**src/rtl/serial_deframer_pkg.sv**
```systemverilog
// Shared definitions for the serial deframer: FSM state encodings and bit-order codes
// (bit-order meaning matches the upstream shift register's DIR input).
package serial_deframer_pkg;

    typedef enum logic [1:0] {
        DF_HUNT = 2'd0,
        DF_DATA = 2'd1,
        DF_PAR  = 2'd2
    } df_state_e;

    localparam logic MSB_FIRST = 1'b0;
    localparam logic LSB_FIRST = 1'b1;

endpackage

```
**src/rtl/serial_deframer_sync_detect.sv**
```systemverilog
// Sync hunter: shifts serial bits (newest at LSB) and flags a full-length match against SYNC,
// including the bit presented on the current edge. CLR wipes the history.
module sync_detect
    import serial_deframer_pkg::*;
#(
    parameter int                  SYNC_LEN = 4,
    parameter logic [SYNC_LEN-1:0] SYNC     = 4'b1011
) (
    input  logic CLK,
    input  logic RST_N,
    input  logic ENB,
    input  logic S_IN,
    input  logic CLR,
    output logic MATCH
);

    localparam int            CW   = $clog2(SYNC_LEN + 1);
    localparam logic [CW-1:0] FULL = CW'(SYNC_LEN);

    logic [SYNC_LEN-1:0] sh_q, sh_d, sh_next;
    logic [CW-1:0]       cnt_q, cnt_d;

    always_comb begin
        sh_next = {sh_q[SYNC_LEN-2:0], S_IN};
        sh_d    = sh_q;
        cnt_d   = cnt_q;
        if (CLR) begin
            sh_d  = '0;
            cnt_d = '0;
        end else if (ENB) begin
            sh_d = sh_next;
            if (cnt_q != FULL) cnt_d = cnt_q + 1'b1;
        end
    end

    // Count check keeps a zero-filled shifter from matching an all-zero pattern early.
    assign MATCH = ENB && (cnt_q >= FULL - 1'b1) && (sh_next == SYNC);

    always_ff @(posedge CLK or negedge RST_N) begin
        if (!RST_N) begin
            sh_q  <= '0;
            cnt_q <= '0;
        end else begin
            sh_q  <= sh_d;
            cnt_q <= cnt_d;
        end
    end

endmodule

```
**src/rtl/serial_deframer.sv**
```systemverilog
// Serial deframer: hunts for SYNC, assembles WIDTH bits into a word and offers it on VALID/READY.
// Define PARITY_CHECK_EN to expect a trailing even-parity bit per frame.
module serial_deframer
    import serial_deframer_pkg::*;
#(
    parameter int                  WIDTH    = 4,
    parameter int                  SYNC_LEN = 4,
    parameter logic [SYNC_LEN-1:0] SYNC     = 4'b1011
) (
    input  logic             CLK,
    input  logic             RST_N,
    input  logic             ENB,
    input  logic             S_IN,
    input  logic             DIR,
    input  logic             READY,
    output logic [WIDTH-1:0] Q,
    output logic             VALID,
    output logic             LOCKED,
    output logic             OVERRUN,
    output logic             PAR_ERR
);

    localparam int            BW       = $clog2(WIDTH);
    localparam logic [BW-1:0] LAST_BIT = BW'(WIDTH - 1);

    df_state_e        state_q, state_d;
    logic [WIDTH-1:0] word_q, word_d, shifted, dlv_word;
    logic [BW-1:0]    bit_cnt_q, bit_cnt_d;
    logic             dir_q, dir_d;
    logic [WIDTH-1:0] q_q, q_d;
    logic             valid_q, valid_d;
    logic             locked_q, locked_d;
    logic             overrun_q, overrun_d;
    logic             deliver, clr, match, hunt_enb;

    // The hunter only sees bits while hunting, so it stays cleared across data bits.
    assign hunt_enb = ENB && (state_q == DF_HUNT);

    sync_detect #(
        .SYNC_LEN(SYNC_LEN),
        .SYNC    (SYNC)
    ) u_sync (
        .CLK  (CLK),
        .RST_N(RST_N),
        .ENB  (hunt_enb),
        .S_IN (S_IN),
        .CLR  (clr),
        .MATCH(match)
    );

`ifdef PARITY_CHECK_EN
    logic par_err_q, par_err_d;
`endif

    always_comb begin
        state_d   = state_q;
        word_d    = word_q;
        bit_cnt_d = bit_cnt_q;
        dir_d     = dir_q;
        q_d       = q_q;
        valid_d   = valid_q;
        overrun_d = 1'b0;
        deliver   = 1'b0;
        dlv_word  = word_q;
        clr       = 1'b0;
`ifdef PARITY_CHECK_EN
        par_err_d = 1'b0;
`endif
        shifted = (dir_q == LSB_FIRST) ? {S_IN, word_q[WIDTH-1:1]}
                                       : {word_q[WIDTH-2:0], S_IN};
        case (state_q)
            DF_HUNT: begin
                if (match) begin
                    state_d   = DF_DATA;
                    dir_d     = DIR;
                    bit_cnt_d = '0;
                    clr       = 1'b1;
                end
            end
            DF_DATA: begin
                if (ENB) begin
                    word_d    = shifted;
                    bit_cnt_d = bit_cnt_q + 1'b1;
                    if (bit_cnt_q == LAST_BIT) begin
`ifdef PARITY_CHECK_EN
                        state_d  = DF_PAR;
`else
                        deliver  = 1'b1;
                        dlv_word = shifted;
                        state_d  = DF_HUNT;
`endif
                    end
                end
            end
            DF_PAR: begin
`ifdef PARITY_CHECK_EN
                if (ENB) begin
                    state_d = DF_HUNT;
                    if (^{word_q, S_IN}) par_err_d = 1'b1;
                    else                 deliver   = 1'b1;
                end
`else
                state_d = DF_HUNT;
`endif
            end
            default: state_d = DF_HUNT;
        endcase

        // A consume in the same cycle frees the holding register for the new word.
        if (deliver) begin
            if (!valid_q || READY) begin
                q_d     = dlv_word;
                valid_d = 1'b1;
            end else begin
                overrun_d = 1'b1;
            end
        end else if (valid_q && READY) begin
            valid_d = 1'b0;
        end

        locked_d = (state_d != DF_HUNT);
    end

    always_ff @(posedge CLK or negedge RST_N) begin
        if (!RST_N) begin
            state_q   <= DF_HUNT;
            word_q    <= '0;
            bit_cnt_q <= '0;
            dir_q     <= MSB_FIRST;
            q_q       <= '0;
            valid_q   <= 1'b0;
            locked_q  <= 1'b0;
            overrun_q <= 1'b0;
        end else begin
            state_q   <= state_d;
            word_q    <= word_d;
            bit_cnt_q <= bit_cnt_d;
            dir_q     <= dir_d;
            q_q       <= q_d;
            valid_q   <= valid_d;
            locked_q  <= locked_d;
            overrun_q <= overrun_d;
        end
    end

`ifdef PARITY_CHECK_EN
    always_ff @(posedge CLK or negedge RST_N) begin
        if (!RST_N) par_err_q <= 1'b0;
        else        par_err_q <= par_err_d;
    end
    assign PAR_ERR = par_err_q;
`else
    assign PAR_ERR = 1'b0;
`endif

    assign Q       = q_q;
    assign VALID   = valid_q;
    assign LOCKED  = locked_q;
    assign OVERRUN = overrun_q;

endmodule

```
**config.mk**
```make
export PLATFORM = sky130hd
export DESIGN_NAME = serial_deframer
export DESIGN_NICKNAME = d
export VERILOG_FILES = /design/src/rtl/serial_deframer_pkg.sv /design/src/rtl/serial_deframer_sync_detect.sv /design/src/rtl/serial_deframer.sv
export SDC_FILE = /design/constraint.sdc
export NUM_CORES = 1
export LEC_CHECK = 0
export CAP_MARGIN = 40
export CORE_MARGIN = 3
export CORE_UTILIZATION = 40
export CTS_CLUSTER_DIAMETER = 50
export CTS_CLUSTER_SIZE = 20
export DETAILED_ROUTE_END_ITERATION = 10
export DONT_BUFFER_PORTS = 1
export MAX_ROUTING_LAYER = met4
export PLACE_DENSITY = 0.53
export SLEW_MARGIN = 40
export SYNTH_ARGS = -nofsm -noshare
export SYNTH_HDL_FRONTEND = slang
export SYNTH_HIERARCHICAL = 1
export SYNTH_SLANG_ARGS = --single-unit
```
**constraint.sdc**
```tcl
create_clock -name CLK -period 2.3 [get_ports CLK]
set_clock_uncertainty 0.05 [all_clocks]
set_input_delay 0.345 -clock CLK [delete_from_list [all_inputs] [get_ports CLK]]
set_output_delay 0.345 -clock CLK [all_outputs]
set_load 0.02 [all_outputs]
```
Word level (Yosys, flattened, before mapping)

Index checks and enable logic that the tools add are counted.

Output and inout port bits: 8
Memories kept: 0
Word-level logic and storage cells: 64
RAM bits: 0
Memory bits (read-only): 0
Bits in latches: 0
Register bits after elaboration: 22

Bitwise operators: 0
$add $sub $neg: 2
Shift-type cells: 0
Divide/modulo/power cells: 0
$mul: 0
Mux-type cells: 26
$lt $le $gt $ge: 1
Eq/ne operators: 7
Reductions and logical operators: 18

Operators by type and width:

| cell                                                                                 | count |
|---|---|
| 4-bit 2-to-1 mux                                                                     | 4 |
| 3-bit 2-to-1 mux                                                                     | 5 |
| 1-bit 2-to-1 mux                                                                     | 10 |
| 2-bit 2-to-1 mux                                                                     | 5 |
| 2-bit AND reduction                                                                  | 5 |
| 2-bit nonzero test                                                                   | 5 |
| 2-bit one-hot mux with 2 select lines                                                | 2 |
| 4-bit == test (second input constant)                                                | 1 |
| 1-bit logical AND                                                                    | 4 |
| 2-bit inequality test (second input constant)                                        | 2 |
| 3-bit by 1-bit adder with 3-bit output (second input constant)                       | 1 |
| 3-bit by 2-bit greater-or-equal comparator with 1-bit output (second input constant) | 1 |
| 3-bit inequality test (second input constant)                                        | 1 |
| 3-bit AND reduction                                                                  | 1 |
| 2-bit by 1-bit adder with 2-bit output (second input constant)                       | 1 |
| 2-bit by 1-bit == test with 1-bit output (second input constant)                     | 1 |
| 2-bit == test (second input constant)                                                | 1 |
| 2-bit zero test                                                                      | 1 |
| 2-bit by 1-bit inequality test with 1-bit output (second input constant)             | 1 |
| 1-bit zero test                                                                      | 1 |
| 1-bit logical OR                                                                     | 1 |

Logic depth before layout (Yosys ltp)

Word-level depth: 8
Gate-level depth with buffers: 6
Mapped depth without buffers: 6

By module

Netlist, hierarchy kept.

Modules (own cells, without submodules):

| module          | sequential area each (sq um) | cells each | area each (sq um) | times used |
|---|---|---|---|---|
| serial_deframer | 400.4                        | 54         | 719.4             | 1 |
| sync_detect     | 150.1                        | 31         | 325.3             | 1 |

Least setup slack after synthesis

Ideal clock, no wire load.

Path type: flip-flop to flip-flop
Start: reg state_q[0]
End: reg dir_q
Clock period less this slack: 2.456 ns
Path slack: -0.156 ns
Arrival time: 2.281 ns
Library setup time: 0.125 ns
Stages on the path, launching flop included: 7
Buffers on the path: 1
Cells stage by stage: dfrtp_1 > buf_4 > nor3b_1 > nand2_1 > nor3_1 > nor3b_1 > mux2_2

Cells in the longest elaborated chain, start to end: 5

Ends and longest elaborated chain:

| element                        | line                              | RTL |
|---|---|---|
| start: declaration             | serial_deframer.sv:26             | `df_state_e state_q, state_d;` |
| start signal: assignment       | serial_deframer.sv:135            | `state_q <= state_d;` |
| 2-bit zero test                | serial_deframer.sv:37             | `assign hunt_enb = ENB && (state_q == DF_HUNT);` |
| 1-bit logical AND              | serial_deframer.sv:37             |  |
| net hunt_enb                   | serial_deframer.sv:34             | `logic deliver, clr, match, hunt_enb;` |
| 1-bit logical AND (2 in a row) | serial_deframer_sync_detect.sv:37 | `assign MATCH = ENB && (cnt_q >= FULL - 1'b1) && (sh_next == SYNC);` |
| net match                      | serial_deframer.sv:34             |  |
| 2-bit AND reduction (no line)  | --                                |  |
| end signal: assignment         | serial_deframer.sv:138            | `dir_q <= dir_d;` |
| end: declaration               | serial_deframer.sv:29             | `logic dir_q, dir_d;` |

The timed path passes the listed nets, and every way through them passes these cells.
A chain may end at the register's enable or synchronous reset.

Worst setup path after layout

Ends and elaborated chain as after synthesis.

==> metrics <==
die width 57.11 um; Starting DRT DRC Count 12; critical path's top delay family simple AND/OR/NAND/NOR gates; TritonRoute pass-1 iters 2; Root Driver clkbuf_4; cells along the critical path nor3b_1 > nand2_1 > nor3_1 > nor3b_2 > mux2_2; status finished, final reports clean; GRT overflow 0; wire per inst 13.95 um; XOR/XNOR share of the synthesized area 0.008383; RSZ-0062 raised after global routing no; Startpoint Class flop; Final period util 0.8244; sequential fraction of design power 0.513; CTS tree built; CP Max Fanout 7; Hold Crit Class in2reg; worst path arrival time 2060 ps; top post-synthesis cells by area dfrtp_1 53%, mux2_2 12%, ha_1 4.8%; final number of setup-violating endpoints 0; Ant. Diodes 0; Hold Vio Cnt, Final 0; Die H 57.11 um; post-route cell area 0.001156 sq mm; Mapped Cells 85; Power Dens Cells 842.1 mW/mm^2; number of nets in the layout 103; clock group share of total power 0.303; CP Buf/Inv Count 0; max-cap viol count 0; top-area cell type share of the netlist area 0.5269; vias per inst 5.067; HPWL Detailed 1246 um; fin crit period 1896 ps; Reg2Reg Setup Slack 400 ps; Routed Wire Length 1674 um; Sw Ratio 0.2706; Switch Pwr 263.4 uW; f_max 527.4 MHz; fraction of the mapped netlist area in adder cells 0.04790; post-synthesis mux area share 0.1665; sequential fraction of the synthesis area 0.5269; Comb power frac 0.184; CP max stage delay 480 ps; setup_tns 0 ps; Slew Viols, Final 0; gpl congestion 0.7302; area leader, netlist dfrtp_1; WS Path Type reg2reg; Worst-Skew Late Latency 310 ps; die area 0.003261 sq mm; internal power 710.1 uW; Ys Warns 6; Clock Pin Slew Worst Setup and Hold Paths 130 ps; Mapped Avg Cell Area 12.29 sq um; site row count 17; WHS 131.9 ps; vias in the first global route 675; io pins 14; slowest library cell on the worst path dfrtp_1; initial antenna violation count 0; largest net degree at the start of global routing 23; GRT Resource Usage Total 0.1185; post_cts resized 0; Layout area overhead 10.66%; Worst VDD drop 552.2 uV; Final WS setup 403.8 ps; Initial Util 0.4465; DRC Markers 0; Num CTS Buffers 3; pre-CTS setup slack 401.9 ps; Yosys cell types 23; clk sinks 22; placed cell area 0.001089 sq mm; Final ANT Viol Nets 0; vias post-DR 608; share of post-route cells with drive strength above 1 0.2391; H-tree levels 1; CP Capture Type flop; post-synthesis compound-gate area fraction 0.08024; fill count 223; Crit path required time 2460 ps; Post-Synth Simple-Gate Area 0.1269; CTS max path bufs 2; synthesized flop and latch total 22; largest family of logic cells by synthesized area multiplexers; Leakage 0.0005435 uW; port bufs 0; Core ar. 0.002340 sq mm; Synth Cell Area 0.001045 sq mm; post-layout util 0.4941; first-pass GRT wire length 2891 um
## layer usage
metal  track usage  share of wire
met5             -              0
met3       0.03394          0.056
met2        0.1794           0.43
met4       0.05960          0.010
met1        0.1439           0.50
## layout make-up
| class | count | area (sq um) | share of cell area |
|---|---|---|---|
| clock inverters | 1 | 30.03 | 0.02597 |
| well taps | 28 | 35.03 | 0.03030 |
| multi-input cells | 55 | 461.7 | 0.3994 |
| inverters | 7 | 26.28 | 0.02273 |
| flip-flops and latches | 22 | 550.5 | 0.4762 |
| repair buffers | 4 | 30.03 | 0.02597 |
| clock buffers | 3 | 22.52 | 0.01948 |
## cells in the final DEF (no fill, tap or decap), drive strengths merged, types with 2 or more instances in the layout
cell type / instances
clkbuf: 3
conb: 2
nand3b: 3
nor2: 5
o21ai: 3
ha: 4
a21oi: 2
nor3: 2
mux2i: 5
inv: 7
nor2b: 3
buf: 3
a22o: 2
o21bai: 2
dfrtp: 22
nand2: 3
nor3b: 3
mux2: 11
## path summary, 6_finish.rpt
path                       startpoint               to  cells past startpoint
max                        state_q[0]            dir_q                      5
min reg2reg                 word_q[3]        word_q[3]                      2
max in group asynchronous       RST_N  u_sync/cnt_q[1]                      2
min in group asynchronous       RST_N          OVERRUN                      2
min                               DIR            dir_q                      1
max reg2reg                state_q[0]            dir_q                      5
## kinds of logic (layout without fill, tap and decap cells)
family          after synthesis  count (layout)
flops                        22              22
simple gates                 21              21
mux                          16              16
compound gates               11              11
buf+inv                       9              15
fa+ha+maj                     4               4
other cells                   1               2
xor+xnor                      1               1
## cells in the mapped netlist
cell type and n:
a211oi_1 1, a21boi_4 1, a21oi_1 2, a22o_1 2, buf_4 2, conb_1 1, dfrtp_1 22, ha_1 4
inv_1 7, mux2_2 11, mux2i_1 5, nand2_1 3, nand3_2 1, nand3b_1 3, nor2_1 5, nor2b_1 3
nor3_1 1, nor3_4 1, nor3b_1 3, o21ai_0 3, o21bai_1 2, or2b_1 1, xnor2_1 1
## power by group through the flow
stage / logic [uW] / clock network [uW] / registers [uW]
after floorplan: 148 / 0 / 493
after global placement: 166 / 0 / 508
after detailed placement: 173 / 0 / 509
after CTS: 183 / 309 / 501
after global routing: 211 / 324 / 512
final: 179 / 295 / 500
## registers in the layout, summed over array words and instances, names as in the netlist
name,count
word_q,4
Q,4
dir_q,1
bit_cnt_q,2
u_sync/sh_q,3
OVERRUN,1
LOCKED,1
VALID,1
u_sync/cnt_q,3
state_q,2
## metrics by stage
step | power (uW) | std cells
6_report | 973.5 | 120
5_1_grt | 1046 | 120
3_5_place_dp | 682.2 | 114
4_1_cts | 993.1 | 119
3_3_place_gp | 673.9 | 114
2_1_floorplan | 641.2 | 86
## repair_timing
item	in CTS	in global routing
hold buffers	1	1
buffers inserted	0	0
endpoints found under the hold margin	22	22
Power figures use the tool's default switching activity.
